`src/rtl/win3x3_scan_if.sv`:
```
// Pixel-stream port of win3x3_scan_ctrl.
// A beat transfers on a rising clock edge where in_valid && in_ready; in_sof is qualified by in_valid.
interface win3x3_scan_if;
  logic in_valid;
  logic in_sof;
  logic in_ready;

  modport master (output in_valid, output in_sof, input in_ready);
  modport slave  (input in_valid, input in_sof, output in_ready);
endinterface

```
`src/rtl/win3x3_scan_ctrl.sv`:
```
// Scan sequencer for the 3x3 average-filter window generator (line shift RAMs of depth IMG_W).
// Optional macro FRAME_ERR_EN enables sticky short/long-frame detection on frame_err.
module win3x3_scan_ctrl #(
  parameter  int IMG_W = 640,
  parameter  int IMG_H = 480,
  localparam int CW    = $clog2(IMG_W),
  localparam int RW    = $clog2(IMG_H)
) (
  input  logic           clk_100M,
  input  logic           rst_n,
  input  logic           ctrl_en,
  win3x3_scan_if.slave   pix,
  output logic           shift_clk_en,
  output logic           average_filter_en,
  output logic           win_valid,
  output logic [CW-1:0]  win_x,
  output logic [RW-1:0]  win_y,
  output logic           frame_done,
  output logic           frame_err,
  output logic [1:0]     o_dbg_state
);

  localparam logic [1:0] ST_IDLE = 2'd0;
  localparam logic [1:0] ST_WAIT = 2'd1;
  localparam logic [1:0] ST_SCAN = 2'd2;
  localparam logic [1:0] ST_DONE = 2'd3;

  localparam logic [CW-1:0] COL_LAST = CW'(IMG_W - 1);
  localparam logic [RW-1:0] ROW_LAST = RW'(IMG_H - 1);

  logic [1:0]    r_state;
  logic [CW-1:0] r_col;
  logic [RW-1:0] r_row;
  logic          r_win_valid;
  logic [CW-1:0] r_win_x;
  logic [RW-1:0] r_win_y;
  logic          r_afe;

  logic [1:0]    w_next;
  logic          w_in_ready;
  logic          w_accept;
  logic          w_shift;
  logic          w_last;
  logic [CW-1:0] w_pix_c;
  logic [RW-1:0] w_pix_r;

  // r_col/r_row hold the position the next accepted pixel will take; in_sof forces (0,0).
  always_comb begin
    w_in_ready = (r_state == ST_WAIT) || (r_state == ST_SCAN);
    w_accept   = pix.in_valid && w_in_ready;
    w_pix_c    = pix.in_sof ? '0 : r_col;
    w_pix_r    = pix.in_sof ? '0 : r_row;
    w_shift    = w_accept && ((r_state == ST_SCAN) || pix.in_sof);
    w_last     = (w_pix_c == COL_LAST) && (w_pix_r == ROW_LAST);
  end

  always_comb begin
    w_next = r_state;
    case (r_state)
      ST_IDLE: w_next = ST_WAIT;
      ST_WAIT: if (w_shift) w_next = ST_SCAN;
      ST_SCAN: if (w_shift && w_last) w_next = ST_DONE;
      ST_DONE: w_next = ST_WAIT;
      default: w_next = ST_IDLE;
    endcase
    if (!ctrl_en) w_next = ST_IDLE;
  end

  always_ff @(posedge clk_100M or negedge rst_n) begin
    if (!rst_n) begin
      r_state     <= ST_IDLE;
      r_col       <= '0;
      r_row       <= '0;
      r_win_valid <= 1'b0;
      r_win_x     <= '0;
      r_win_y     <= '0;
      r_afe       <= 1'b0;
    end else if (!ctrl_en) begin
      r_state     <= ST_IDLE;
      r_col       <= '0;
      r_row       <= '0;
      r_win_valid <= 1'b0;
      r_afe       <= 1'b0;
    end else begin
      r_state <= w_next;
      r_afe   <= (w_next != ST_IDLE);
      if (w_shift) begin
        if (w_last) begin
          r_col <= '0;
          r_row <= '0;
        end else if (w_pix_c == COL_LAST) begin
          r_col <= '0;
          r_row <= w_pix_r + 1'b1;
        end else begin
          r_col <= w_pix_c + 1'b1;
          r_row <= w_pix_r;
        end
        // Window is centred one pixel up-left of the newest pixel; borders are never flagged.
        r_win_valid <= (w_pix_c >= CW'(2)) && (w_pix_r >= RW'(2));
        r_win_x     <= w_pix_c - 1'b1;
        r_win_y     <= w_pix_r - 1'b1;
      end else if (w_next != r_state) begin
        r_win_valid <= 1'b0;
      end
    end
  end

`ifdef FRAME_ERR_EN
  logic r_frame_err;
  logic r_after_done;

  // r_after_done marks the WAIT_SOF stretch that directly follows a completed frame.
  always_ff @(posedge clk_100M or negedge rst_n) begin
    if (!rst_n) begin
      r_frame_err  <= 1'b0;
      r_after_done <= 1'b0;
    end else if (!ctrl_en) begin
      r_frame_err  <= 1'b0;
      r_after_done <= 1'b0;
    end else begin
      if (w_accept && (r_state == ST_SCAN) && pix.in_sof)
        r_frame_err <= 1'b1;
      if (w_accept && (r_state == ST_WAIT) && r_after_done && !pix.in_sof)
        r_frame_err <= 1'b1;
      if (r_state == ST_DONE)
        r_after_done <= 1'b1;
      else if (w_shift)
        r_after_done <= 1'b0;
    end
  end

  assign frame_err = r_frame_err;
`else
  assign frame_err = 1'b0;
`endif

  assign pix.in_ready      = w_in_ready;
  assign shift_clk_en      = w_shift;
  assign average_filter_en = r_afe;
  assign win_valid         = r_win_valid;
  assign win_x             = r_win_x;
  assign win_y             = r_win_y;
  assign frame_done        = (r_state == ST_DONE);
  assign o_dbg_state       = r_state;

endmodule

```
`src/flat_wrapper.sv`:
```
// flat-port wrapper written by rule: the top's interface ports become plain ports
module win3x3_scan_ctrl_flat 
#(
  parameter  int IMG_W = 640,
  parameter  int IMG_H = 480,
  localparam int CW    = $clog2(IMG_W),
  localparam int RW    = $clog2(IMG_H)
)
  (clk_100M, rst_n, ctrl_en, shift_clk_en, average_filter_en, win_valid, win_x, win_y, frame_done, frame_err, o_dbg_state, pix_in_valid, pix_in_sof, pix_in_ready);
  win3x3_scan_if pix_i ();
  input  logic clk_100M;
  input  logic rst_n;
  input  logic ctrl_en;
  output logic shift_clk_en;
  output logic average_filter_en;
  output logic win_valid;
  output logic [CW-1:0] win_x;
  output logic [RW-1:0] win_y;
  output logic frame_done;
  output logic frame_err;
  output logic [1:0] o_dbg_state;
  input wire logic [$bits(pix_i.in_valid)-1:0] pix_in_valid;
  input wire logic [$bits(pix_i.in_sof)-1:0] pix_in_sof;
  output wire logic [$bits(pix_i.in_ready)-1:0] pix_in_ready;
  assign pix_i.in_valid = pix_in_valid;
  assign pix_i.in_sof = pix_in_sof;
  assign pix_in_ready = pix_i.in_ready;
  win3x3_scan_ctrl #(.IMG_W(IMG_W), .IMG_H(IMG_H)) u_core (.clk_100M(clk_100M), .rst_n(rst_n), .ctrl_en(ctrl_en), .pix(pix_i), .shift_clk_en(shift_clk_en), .average_filter_en(average_filter_en), .win_valid(win_valid), .win_x(win_x), .win_y(win_y), .frame_done(frame_done), .frame_err(frame_err), .o_dbg_state(o_dbg_state));
endmodule
```
`config.mk`:
```
export PLATFORM = sky130hd
export DESIGN_NAME = win3x3_scan_ctrl_flat
export DESIGN_NICKNAME = d
export VERILOG_FILES = /design/src/rtl/win3x3_scan_if.sv /design/src/rtl/win3x3_scan_ctrl.sv /design/src/flat_wrapper.sv
export SDC_FILE = /design/constraint.sdc
export NUM_CORES = 1
export LEC_CHECK = 0
export BUFFER_PORTS_ARGS = -buffer_cell sky130_fd_sc_hd__buf_4
export CAP_MARGIN = 20
export CORE_MARGIN = 1.5
export CORE_UTILIZATION = 52
export CTS_CLUSTER_SIZE = 24
export DETAILED_ROUTE_END_ITERATION = 10
export PLACE_DENSITY = 0.75
export SETUP_SLACK_MARGIN = 0.5
export SLEW_MARGIN = 10
export SYNTH_ARGS = -nofsm -noshare
export SYNTH_HDL_FRONTEND = slang
export SYNTH_SLANG_ARGS = --single-unit
```
`constraint.sdc`:
```
create_clock -name clk_100M -period 2.02 [get_ports clk_100M]
set_input_delay 0.202 -clock clk_100M [delete_from_list [all_inputs] [get_ports clk_100M]]
set_output_delay 0.202 -clock clk_100M [all_outputs]
set_load 0.02 [all_outputs]
```
Word level (Yosys, flattened, before mapping)
Cells that the tools add are included.

storage, ports and cells
  output and inout bits = 27
  register bits after elaboration = 42
  word-level logic and storage cells = 51

cells by class
  reduce and logical (&&, ||, !) cells = 11
  add/subtract/negate cells = 4
  multiplexer cells = 19
  magnitude comparators = 2
  equal/unequal tests = 8

operators by type and width
  cell                   count
  $mux 10                5
  $mux 9                 5
  $add 10x1->10 const B  1
  $eq 10x10->1 const B   1
  $ge 10x2->1 const B    1
  $sub 10x1->10 const B  1
  $add 9x1->9 const B    1
  $eq 9x9->1 const B     1
  $ge 9x2->1 const B     1
  $sub 9x1->9 const B    1
  $mux 2                 4
  $pmux 2 s3             1
  $logic_and 1x1->1      5
  $eq 2x2->1 const B     2
  $mux 1                 4
  $ne 3x1->1 const B     1
  $eq 2x1->1 const B     1
  $logic_not 2->1        1
  $logic_or 1x1->1       2
  $ne 2x1->1 const B     1
  $ne 2x2->1             1
  $reduce_and 2->1       1
  $reduce_bool 2->1      1
  $reduce_or 2->1        1

Longest topological paths before layout
Gate-level depths: netlist of the first run.

  depth in word-level cells = 12
  depth in mapped cells = 12

Worst setup path before layout of the first run
OpenSTA, ideal clock, no wires.

  kind = register -> register
  start point = register u_core.r_state[0] (netlist: u_core.o_dbg_state[0])
  end point = register u_core.r_row[2]
  arrival time = 2.074 ns
  stages on the path, launching flop included = 9
  required time = 1.892 ns
  slack = -0.182 ns
  clock period less this slack = 2.202 ns
  cell sequence = dfrtp_1 -> inv_1 -> ha_1 -> nand2b_1 -> or2_2 -> inv_1 -> nor2_1 -> o21ai_0 -> o31ai_1

on the way
  longest elaborated chain between the ends = 5
  elaborated cells on any way between the ends = 7
  those cells by class = eq/ne (3); reduce/logical (4)

RTL lines
  what                                      line                                            source
  start: declaration                        win3x3_scan_ctrl.sv:31                          logic [1:0] r_state;
  start signal: assignment                  win3x3_scan_ctrl.sv:85                          r_state <= w_next;
  $eq 2x1->1 or $eq 2x2->1 (tied branches)  win3x3_scan_ctrl.sv:49, win3x3_scan_ctrl.sv:53
  $logic_or 1x1->1                          win3x3_scan_ctrl.sv:49                          w_in_ready = (r_state == ST_WAIT) || (r_state == ST_SCAN);
  $logic_and 1x1->1                         win3x3_scan_ctrl.sv:50                          w_accept = pix.in_valid && w_in_ready;
  $logic_and 1x1->1 *                       win3x3_scan_ctrl.sv:53                          w_shift = w_accept && ((r_state == ST_SCAN) || pix.in_sof);
  via shift_clk_en                          flat_wrapper.sv:14                              output logic shift_clk_en;
  $ne 2x1->1 (no line) *                    n/a
  end signal: assignment                    win3x3_scan_ctrl.sv:93                          r_row <= w_pix_r + 1'b1;
  end signal: assignment                    win3x3_scan_ctrl.sv:96                          r_row <= w_pix_r;
  end: declaration                          win3x3_scan_ctrl.sv:33                          logic [RW-1:0] r_row;

Mark *: on every way through the listed nets, which the timed path passes. The rest lies on a longest branch.
A chain may end at the register's enable or synchronous reset.

Final worst setup path of the first run
  start point = register u_core.r_state[1] (netlist: u_core.o_dbg_state[1])
  end point = register u_core.r_row[2]

on the way
  longest elaborated chain between the ends = 5
  elaborated cells on any way between the ends = 7
  those cells by class = eq/ne (3); reduce/logical (4)

RTL lines
  what                                      line
  $eq 2x1->1 or $eq 2x2->1 (tied branches)  win3x3_scan_ctrl.sv:49, win3x3_scan_ctrl.sv:53
  $logic_or 1x1->1                          win3x3_scan_ctrl.sv:49
  $logic_and 1x1->1                         win3x3_scan_ctrl.sv:50
  $logic_and 1x1->1 *                       win3x3_scan_ctrl.sv:53
  $ne 2x1->1 (no line) *                    n/a

Every way passes the cells marked *; elsewhere a longest branch is shown, timed or not.

==> results by group, run 1 <==
Synthesis
  • Mux contribution to synthesized area: ~1.3%
  • Mapped Avg Cell Area: around 8.5 um2
  • Yosys warns: 0
  • Post-synth EDFFs: 0
  • Synth cell types: 53
  • Main synth FF type: dfrtp_1
  • Mapped cell area: 2615 um2
  • Synth Area in XOR/XNOR: 4.019%
  • Synth async-reset ratio: 100.0%
  • Syn Nets: 323
  • Cells after Synth: 308
  • Compound-cell area share of the yosys netlist: between 10% and 20%
  • Sequential fraction of the synthesis area: 40.19%
  • Synth Area in Simple Gates: 25.79%
  • Largest family of logic cells by synthesized area: simple AND/OR/NAND/NOR gates
  • Adder-cell share of the synthesized area: 4.785%
  • Synthesized flop and latch total: 42

Clocking
  • CTS tree: yes
  • Reg clk slew, reported paths: ~0.090 ns
  • Level count of the clock H-tree: 2
  • CTS root buf: clkbuf_8
  • Worst skew pair latency: 0.31 ns
  • Clk sink count: 42
  • Clk buf depth: 2
  • Cts bufs inserted: 5

Detailed routing
  • DRC viols: 0
  • ANT nets after route: 0
  • Pre-antenna DRT Iters: 4
  • Avg WL per Cell: 21.80 um
  • DRT iter0 DRCs: about 350
  • Routed vias: a little under 3,000
  • Vias per cell: 6.451
  • Final WL: 10.01 mm

Critical path
  • Startpoint types: flop
  • Reg2reg start: u_core.o_dbg_state[1]
  • WP data arrival: around 2.1 ns
  • R2r endpoint: u_core.r_row[2]
  • CP endpoint kind: flop
  • Internal reg-to-reg setup slack: 0.14 ns
  • R2R depth: 7
  • CP max FO: 6
  • CP required: 2.25 ns
  • Critical path class: reg -> reg
  • CP Launch Point: u_core.o_dbg_state[1]

Global routing
  • Grt total ovfl: 0
  • Vias in the first global route: 2,591
  • Total GRT Usage: 30.92%
  • Initial antenna violation count: 0
  • Pin count of the biggest net entering global routing: 43
  • First-pass GRT wire length: 12.83 mm

Flow run
  • Max-Cap Viols: 0

Placement
  • HPWL after detailed placement: 4.942 mm
  • I/O Buffers: 30
  • DP Cell Count: 412
  • DP Area: 3148 um2
  • Placer Congestion: 0.9084

Finish
  • Final non-filler cell total: roughly 460
  • Final Core Density: 85.93%
  • Nets: between 400 and 500
  • Area of the multi-input gates: between 1500 and 2000 um2
  • Diode count: 0
  • Register area: 1055 um2
  • Filler cells: approximately 240
  • Area growth from synthesis to layout: 57.27%
  • Cell area after layout: slightly above 4000 um2
  • Share of layout cells above drive strength 1: 55.10%

Floorplan
  • I/O pin cnt: 32
  • Initial Util: 54.64%
  • Core ar.: ~4800 um2
  • # rows: 25
  • Die height: between 70 and 80 um
  • Die Width: ~74 um
  • DIE AREA: between 5000 and 6000 um2

Timing
  • Worst-Margin Slew: 0.5535 ns
  • Final-report hold violation count: 0
  • Highest clock rate: 530.7 MHz
  • Final setup violating endpoints: 0
  • Clk_skew: 0.01126 ns
  • Setup tns final: 0 ns
  • Min Tclk post-route: 1.884 ns
  • Slew Limit Fails: 0
  • Period utilization: 93.29%
  • RSZ-0062 raised after global routing: yes
  • Rel. slew slack: 63.10%

Power and ir drop
  • Lkg Pwr: 1.765 nW
  • Pwr Density: 907.6 nW/um2
  • Overall power: between 3 and 4 mW
  • Peak VDD IR: 0.0006497 V

Hold path
  • Hold Crit Start: ctrl_en
  • Hold path cells: 2
  • Worst hold path class: in -> reg
  • Hold EP: u_core.r_col[3]

Outcome
  • Status: complete, no violations
[metal layers]
| layer | routed length [um] | vias up | part of all wire, % | GRT usage (%) |
|---|---|---|---|---|
| met1 | 3766 | 1448 | 38 | 41.90 |
| li1 | - | 1250 | - | - |
| met3 | 939 | 43 | 9.4 | 5.350 |
| met5 | 0 | - | 0 | 0 |
| met4 | 381 | 0 | 3.8 | 12.55 |
| met2 | 4918 | 220 | 49 | 49.01 |
[kinds of logic (layout without fill, tap and decap cells)]
| kind of cell | Yosys count | count (layout) |
|---|---|---|
| DFF | 42 | 42 |
| adders and majority gates | 10 | 10 |
| muxes | 3 | 3 |
| other | 1 | 1 |
| xor gates and xnor gates | 12 | 12 |
| and+or+nand+nor | 126 | 127 |
| AOI/OAI and AO/OA | 79 | 79 |
| buffers and inverters | 35 | 118 |
[registers in the layout (all words and copies together), names as in the netlist]
name and cells:
u_core.win_valid 1, u_core.o_dbg_state 2, u_core.r_col 10, u_core.win_x 10
u_core.r_row 9, u_core.average_filter_en 1, u_core.win_y 9
[worst max-delay path, cell delays in order (launching register included)]
cell and delay (ns):
dfrtp_2 0.45, ha_4 0.25, nand2b_4 0.15, or2_4 0.28, nor2_4 0.23, buf_6 0.14, nand3_4 0.11, o31ai_2 0.19
[cell type report]
class,count,share of cell area (%)
inverters,13,1.308
clock inverters,2,0.3042
flip-flops and latches,42,25.65
repair buffers,97,20.90
clock buffers,6,2.008
well taps,67,2.038
multi-input cells,232,47.79
[cell usage in the layout, fill, tap and decap left out, drive strengths merged, types with 2 or more instances in the layout]
| master | instances |
|---|---|
| nor3 | 11 |
| o31ai | 3 |
| nor4 | 3 |
| xor2 | 2 |
| nand2 | 31 |
| o22ai | 3 |
| and3 | 5 |
| a21o | 2 |
| a31oi | 7 |
| or2 | 2 |
| a22o | 2 |
| nand2b | 4 |
| nor2b | 9 |
| a21oi | 16 |
| o21ai | 38 |
| or4 | 2 |
| ha | 10 |
| inv | 13 |
| buf | 96 |
| nand3 | 14 |
| and2 | 2 |
| nand4 | 6 |
| xnor2 | 10 |
| mux2 | 3 |
| clkbuf | 6 |
| dfrtp | 42 |
| or3 | 5 |
| and3b | 3 |
| nor2 | 24 |
[cell usage after synthesis, types with 3 or more instances]
cell,n,share of area (%)
nor2_1,23,3.3
nand2_1,31,4.4
a31oi_1,7,1.7
nor3_1,10,1.9
xnor2_1,10,3.3
o21ai_0,37,7.1
and3b_1,3,1.0
o31ai_1,3,0.86
nand3_1,14,2.7
inv_1,12,1.7
ha_1,10,4.8
or3_1,5,1.2
and3_1,4,0.96
mux2_2,3,1.3
buf_2,7,1.3
nand2b_1,3,0.72
clkbuf_1,10,1.4
o22ai_1,3,0.72
nand4_1,6,1.4
dfrtp_1,42,40
nor2b_1,9,2.2
a21oi_1,16,3.1
buf_4,3,0.86
[per-stage QoR]
stage / hold WS, ns / setup WS [ns]
finish: 0.1871 / 0.1356
global route: 0.2038 / 0.06956
CTS: 0.1828 / 0.1609
detailed placement: 0.2311 / 0.04594
global placement: 0.2268 / 0.1185
floorplan: -0.09359 / 0.2014
[how the worst max path moves through the flow]
stage / end / slack, ns / cells past startpoint
after floorplan: u_core.r_col[9] / 0.20 / 8
after global placement: u_core.r_row[6] / 0.12 / 9
after detailed placement: u_core.r_row[6] / 0.05 / 9
after CTS: shift_clk_en / 0.16 / 5
after global routing: u_core.r_row[2] / 0.07 / 8
final: u_core.r_row[2] / 0.14 / 7
[where the power goes]
group / switching, mW / internal, mW / leakage, nW / total (mW)
clock: 0.321 / 0.275 / 0.0472 / 0.596
sequential: 0.177 / 1.05 / 0.526 / 1.23
combinational: 1.00 / 0.907 / 1.19 / 1.91
[what timing repair did]
action,4_1_cts,5_1_grt
pin swaps,22,29
endpoints found under the setup margin,43,44
hold buffers,1,0
endpoints found under the hold margin,42,0
cloned,4,0
resized for setup,55,87
buffers inserted,19,15
(Power assumes the default switching activity.)
==> run 2, diff against run 1 <==
- ABC_AREA: unset -> 1
- PLACE_DENSITY: 0.75 -> 0.76
==> results by group, run 2 <==
Power and ir drop
  • Int Pwr: 2.301 mW (+3.0%)
  • Sw frac: 38.53% (-1.6 points)
  • Switching Power: 1.442 mW (-3.7%)
  • Peak VDD IR: 0.0006650 V (+2.3%)
  • Combinational share of power: 48.4% (-2.7 points)
  • Pwr Density: 956.7 nW/um2 (+5.4%)
  • Sequential share of power: 32.6% (-0.3 points)
  • Lkg Pwr: 1.814 nW (+2.8%)
  • Clk pwr share: 19.0% (+3.0 points)

Synthesis
  • Syn Nets: 339 (+5.0%)
  • Post-synth EDFFs: 0 (unchanged)
  • Synth cell types: 35 (-34%)
  • Mapped cell area: 2556 um2 (-2.2%)
  • Cells after Synth: 324 (+5.2%)
  • Top-count cell post-synth: nand2_1
  • Synth async-reset ratio: 100.0% (unchanged)
  • Yosys warns: 0 (unchanged)
  • Synthesized flop and latch total: 42 (unchanged)
  • Mapped Avg Cell Area: 7.890 um2 (-7.1%)
  • Post-synth top cells: nand2_1, dfrtp_1, inv_1
  • Main synth FF type: dfrtp_1
  • Sequential fraction of the synthesis area: 41.12% (+0.92 points)
  • Leading area contributor after synthesis: dfrtp_1
  • Top post-synthesis cells by area: dfrtp_1, nand2_1, inv_1
  • Post-synth top area share: 41.12% (+0.92 points)

Flow run
  • Max-Cap Viols: 0 (unchanged)

Detailed routing
  • Routed vias: 2,833 (-4.3%)
  • ANT nets after route: 0 (unchanged)
  • Avg WL per Cell: 18.92 um (-13%)
  • DRT iter0 DRCs: 355 (+2.0%)
  • Vias per cell: 5.939 (-7.9%)
  • Pre-antenna DRT Iters: 5 (+1)
  • Final WL: 9.027 mm (-9.8%)
  • DRC viols: 0 (unchanged)

Timing
  • Final setup violating endpoints: 0 (unchanged)
  • Clk_skew: 0.01032 ns (-0.0009350 ns)
  • Period utilization: 96.67% (+3.4 points)
  • RSZ-0062 raised after global routing: yes
  • Rel. slew slack: 57.47% (-5.6 points)
  • Final Worst Setup Slack: 0.06718 ns (-0.06844 ns)
  • Final-report hold violation count: 0 (unchanged)
  • Min Tclk post-route: 1.953 ns (+0.06844 ns)
  • Slew Limit Fails: 0 (unchanged)
  • Setup tns final: 0 ns (unchanged)
  • Worst-Margin Slew: 0.6356 ns (+0.08210 ns)
  • Highest clock rate: 512.1 MHz (-3.5%)

Floorplan
  • I/O pin cnt: 32 (unchanged)
  • Die height: 73.11 um (-1.1%)
  • # rows: 25 (unchanged)
  • Initial Util: 54.12% (-0.52 points)
  • DIE AREA: 5345 um2 (-2.2%)
  • Core ar.: 4723 um2 (-1.3%)
  • Die Width: 73.11 um (-1.1%)

Clocking
  • Level count of the clock H-tree: 2 (unchanged)
  • CTS tree: yes
  • Worst skew pair latency: 0.31 ns (about the same)
  • Reg clk slew, reported paths: 0.09 ns (about the same)
  • Cts bufs inserted: 5 (unchanged)
  • Clk buf depth: 2 (unchanged)
  • Clk sink count: 42 (unchanged)
  • CTS root buf: clkbuf_8

Global routing
  • Pin count of the biggest net entering global routing: 43 (unchanged)
  • Vias in the first global route: 2,576 (-0.58%)
  • First-pass GRT wire length: 12.29 mm (-4.3%)
  • Initial antenna violation count: 0 (unchanged)
  • Grt total ovfl: 0 (unchanged)
  • Total GRT Usage: 30.40% (-0.52 points)

Placement
  • I/O Buffers: 30 (unchanged)
  • DP Area: 2978 um2 (-5.4%)
  • HPWL after detailed placement: 4.524 mm (-8.5%)
  • Worst Setup Slack post-DPL: 0.05746 ns (+0.01151 ns)
  • Placer Congestion: 0.9840 (+8.3%)

Critical path
  • WP depth: 9 (+2)
  • Startpoint types: flop
  • Top Family by Delay on Critical Path: simple AND/OR/NAND/NOR gates
  • CP required: 2.22 ns (-0.03 ns)
  • Worst path slowest cell: dfrtp_1
  • Crit-path cells: inv_2 > nor2_4 > nand4_1 > inv_2 > nand4_1 > nor2_1 > a21oi_1 > o21ai_1 > o21ai_1
  • R2R depth: 9 (+2)
  • Max incr delay on CP: 0.37 ns (-0.08 ns)
  • CP bufs+invs: 2 (+1)
  • CP max FO: 5 (-1)
  • WP data arrival: 2.15 ns (+0.04 ns)
  • CP endpoint kind: flop
  • Critical path class: reg -> reg

Outcome
  • Status: complete, no violations

Finish
  • Diode count: 0 (unchanged)
  • Most common cell after layout, fill and taps aside: buf_4
  • Share of layout cells above drive strength 1: 45.37% (-9.7 points)
  • Final Core Density: 82.83% (-3.1 points)
  • Area growth from synthesis to layout: 53.06%
  • Nets: 424 (+4.4%)
  • Filler cells: 264 (+11%)
  • Most frequent cells in the layout: buf_4, nand2_1, dfrtp_1
  • Cell area after layout: 3913 um2 (-4.9%)

Hold path
  • Hold path cells: 3 (+1)
  • Worst hold path class: in -> reg
-- run 2: cell types whose count changed after synthesis, sizes merged, moves of 5 or more --
cell / delta
or3: -5
xor2: +10
o21ai: -7
nand2: +31
nor2: +21
o22ai: +8
xnor2: -6
and3: -5
nor2b: -9
clkbuf: -6
inv: +34
a21oi: -13
buf: -8
-- run 2: routing by layer --
metal	share of wire [%]	wire length, um	track usage, %	vias to the layer above
met5	0	0	0	-
li1	-	-	-	1233
met1	37	3336	38.27	1325
met2	48	4343	49.19	213
met3	9.3	837	5.663	62
met4	5.6	510	16.35	0
-- run 2: path summary, 6_finish.rpt --
check	slack, ns	to	startpoint
setup reg to reg	0.07	u_core.r_col[9]	u_core.r_col[2]
min in group asynchronous	0.43	u_core.r_row[2]	rst_n
setup / recovery	0.07	u_core.r_col[9]	u_core.r_col[2]
hold reg to reg	0.49	u_core.win_x[0]	u_core.win_x[0]
hold / removal	0.21	u_core.r_col[6]	ctrl_en
max in group asynchronous	1.20	u_core.o_dbg_state[0]	rst_n
-- run 2: what timing repair did --
| action | in CTS | in global routing |
|---|---|---|
| hold buffers | 1 | 0 |
| gates cloned | 3 | 0 |
| resized for setup | 74 | 47 |
| endpoints found under the hold margin | 42 | 0 |
| setup buffers | 23 | 19 |
| setup endpoints to repair | 42 | 43 |
| pin swaps | 20 | 18 |
-- run 2: stage by stage --
| step | hold slack, ns | total power, mW | std cells |
|---|---|---|---|
| 2_1_floorplan | -0.09359 | 2.038 | 324 |
| 6_report | 0.2056 | 3.743 | 477 |
| 3_3_place_gp | 0.2196 | 2.527 | 423 |
| 5_1_grt | 0.2200 | 3.905 | 477 |
| 3_5_place_dp | 0.2234 | 2.566 | 423 |
| 4_1_cts | 0.2174 | 3.543 | 458 |
-- run 2: worst min-delay path: stages --
cell     delay, ns
buf_4         0.11
nand2_4       0.07
o32ai_2       0.09
-- run 2: power groups by stage --
stage               logic, mW  clock network, mW  registers, mW
floorplan               0.552                  0           1.49
global placement         1.31                  0           1.22
detailed placement       1.34                  0           1.23
CTS                      1.61              0.711           1.22
global route             1.93              0.738           1.24
finish                   1.81              0.713           1.22
-- run 2: logic make-up (layout without fill, tap and decap cells) --
| logic type | after synthesis | in the layout | synth area share (%) |
|---|---|---|---|
| compound gates | 56 | 56 | 12.63 |
| xor+xnor | 16 | 16 | 5.482 |
| fa+ha+maj | 10 | 10 | 4.895 |
| buf+inv | 55 | 141 | 9.202 |
| flops | 42 | 42 | 41.12 |
| other cells | 1 | 1 | 0.1467 |
| simple gates | 144 | 144 | 26.53 |
-- run 2: area by class of cell --
cell class	instances	area, um2	share of cell area (%)
clock inverter	1	30.03	0.7675
clock buffer	7	86.33	2.207
timing repair buffer	84	740.7	18.93
multi-input combinational	227	1692	43.24
tap	67	83.83	2.143
sequential	42	1054	26.93
timing repair inverter	2	22.52	0.5756
inverter	47	203.9	5.213
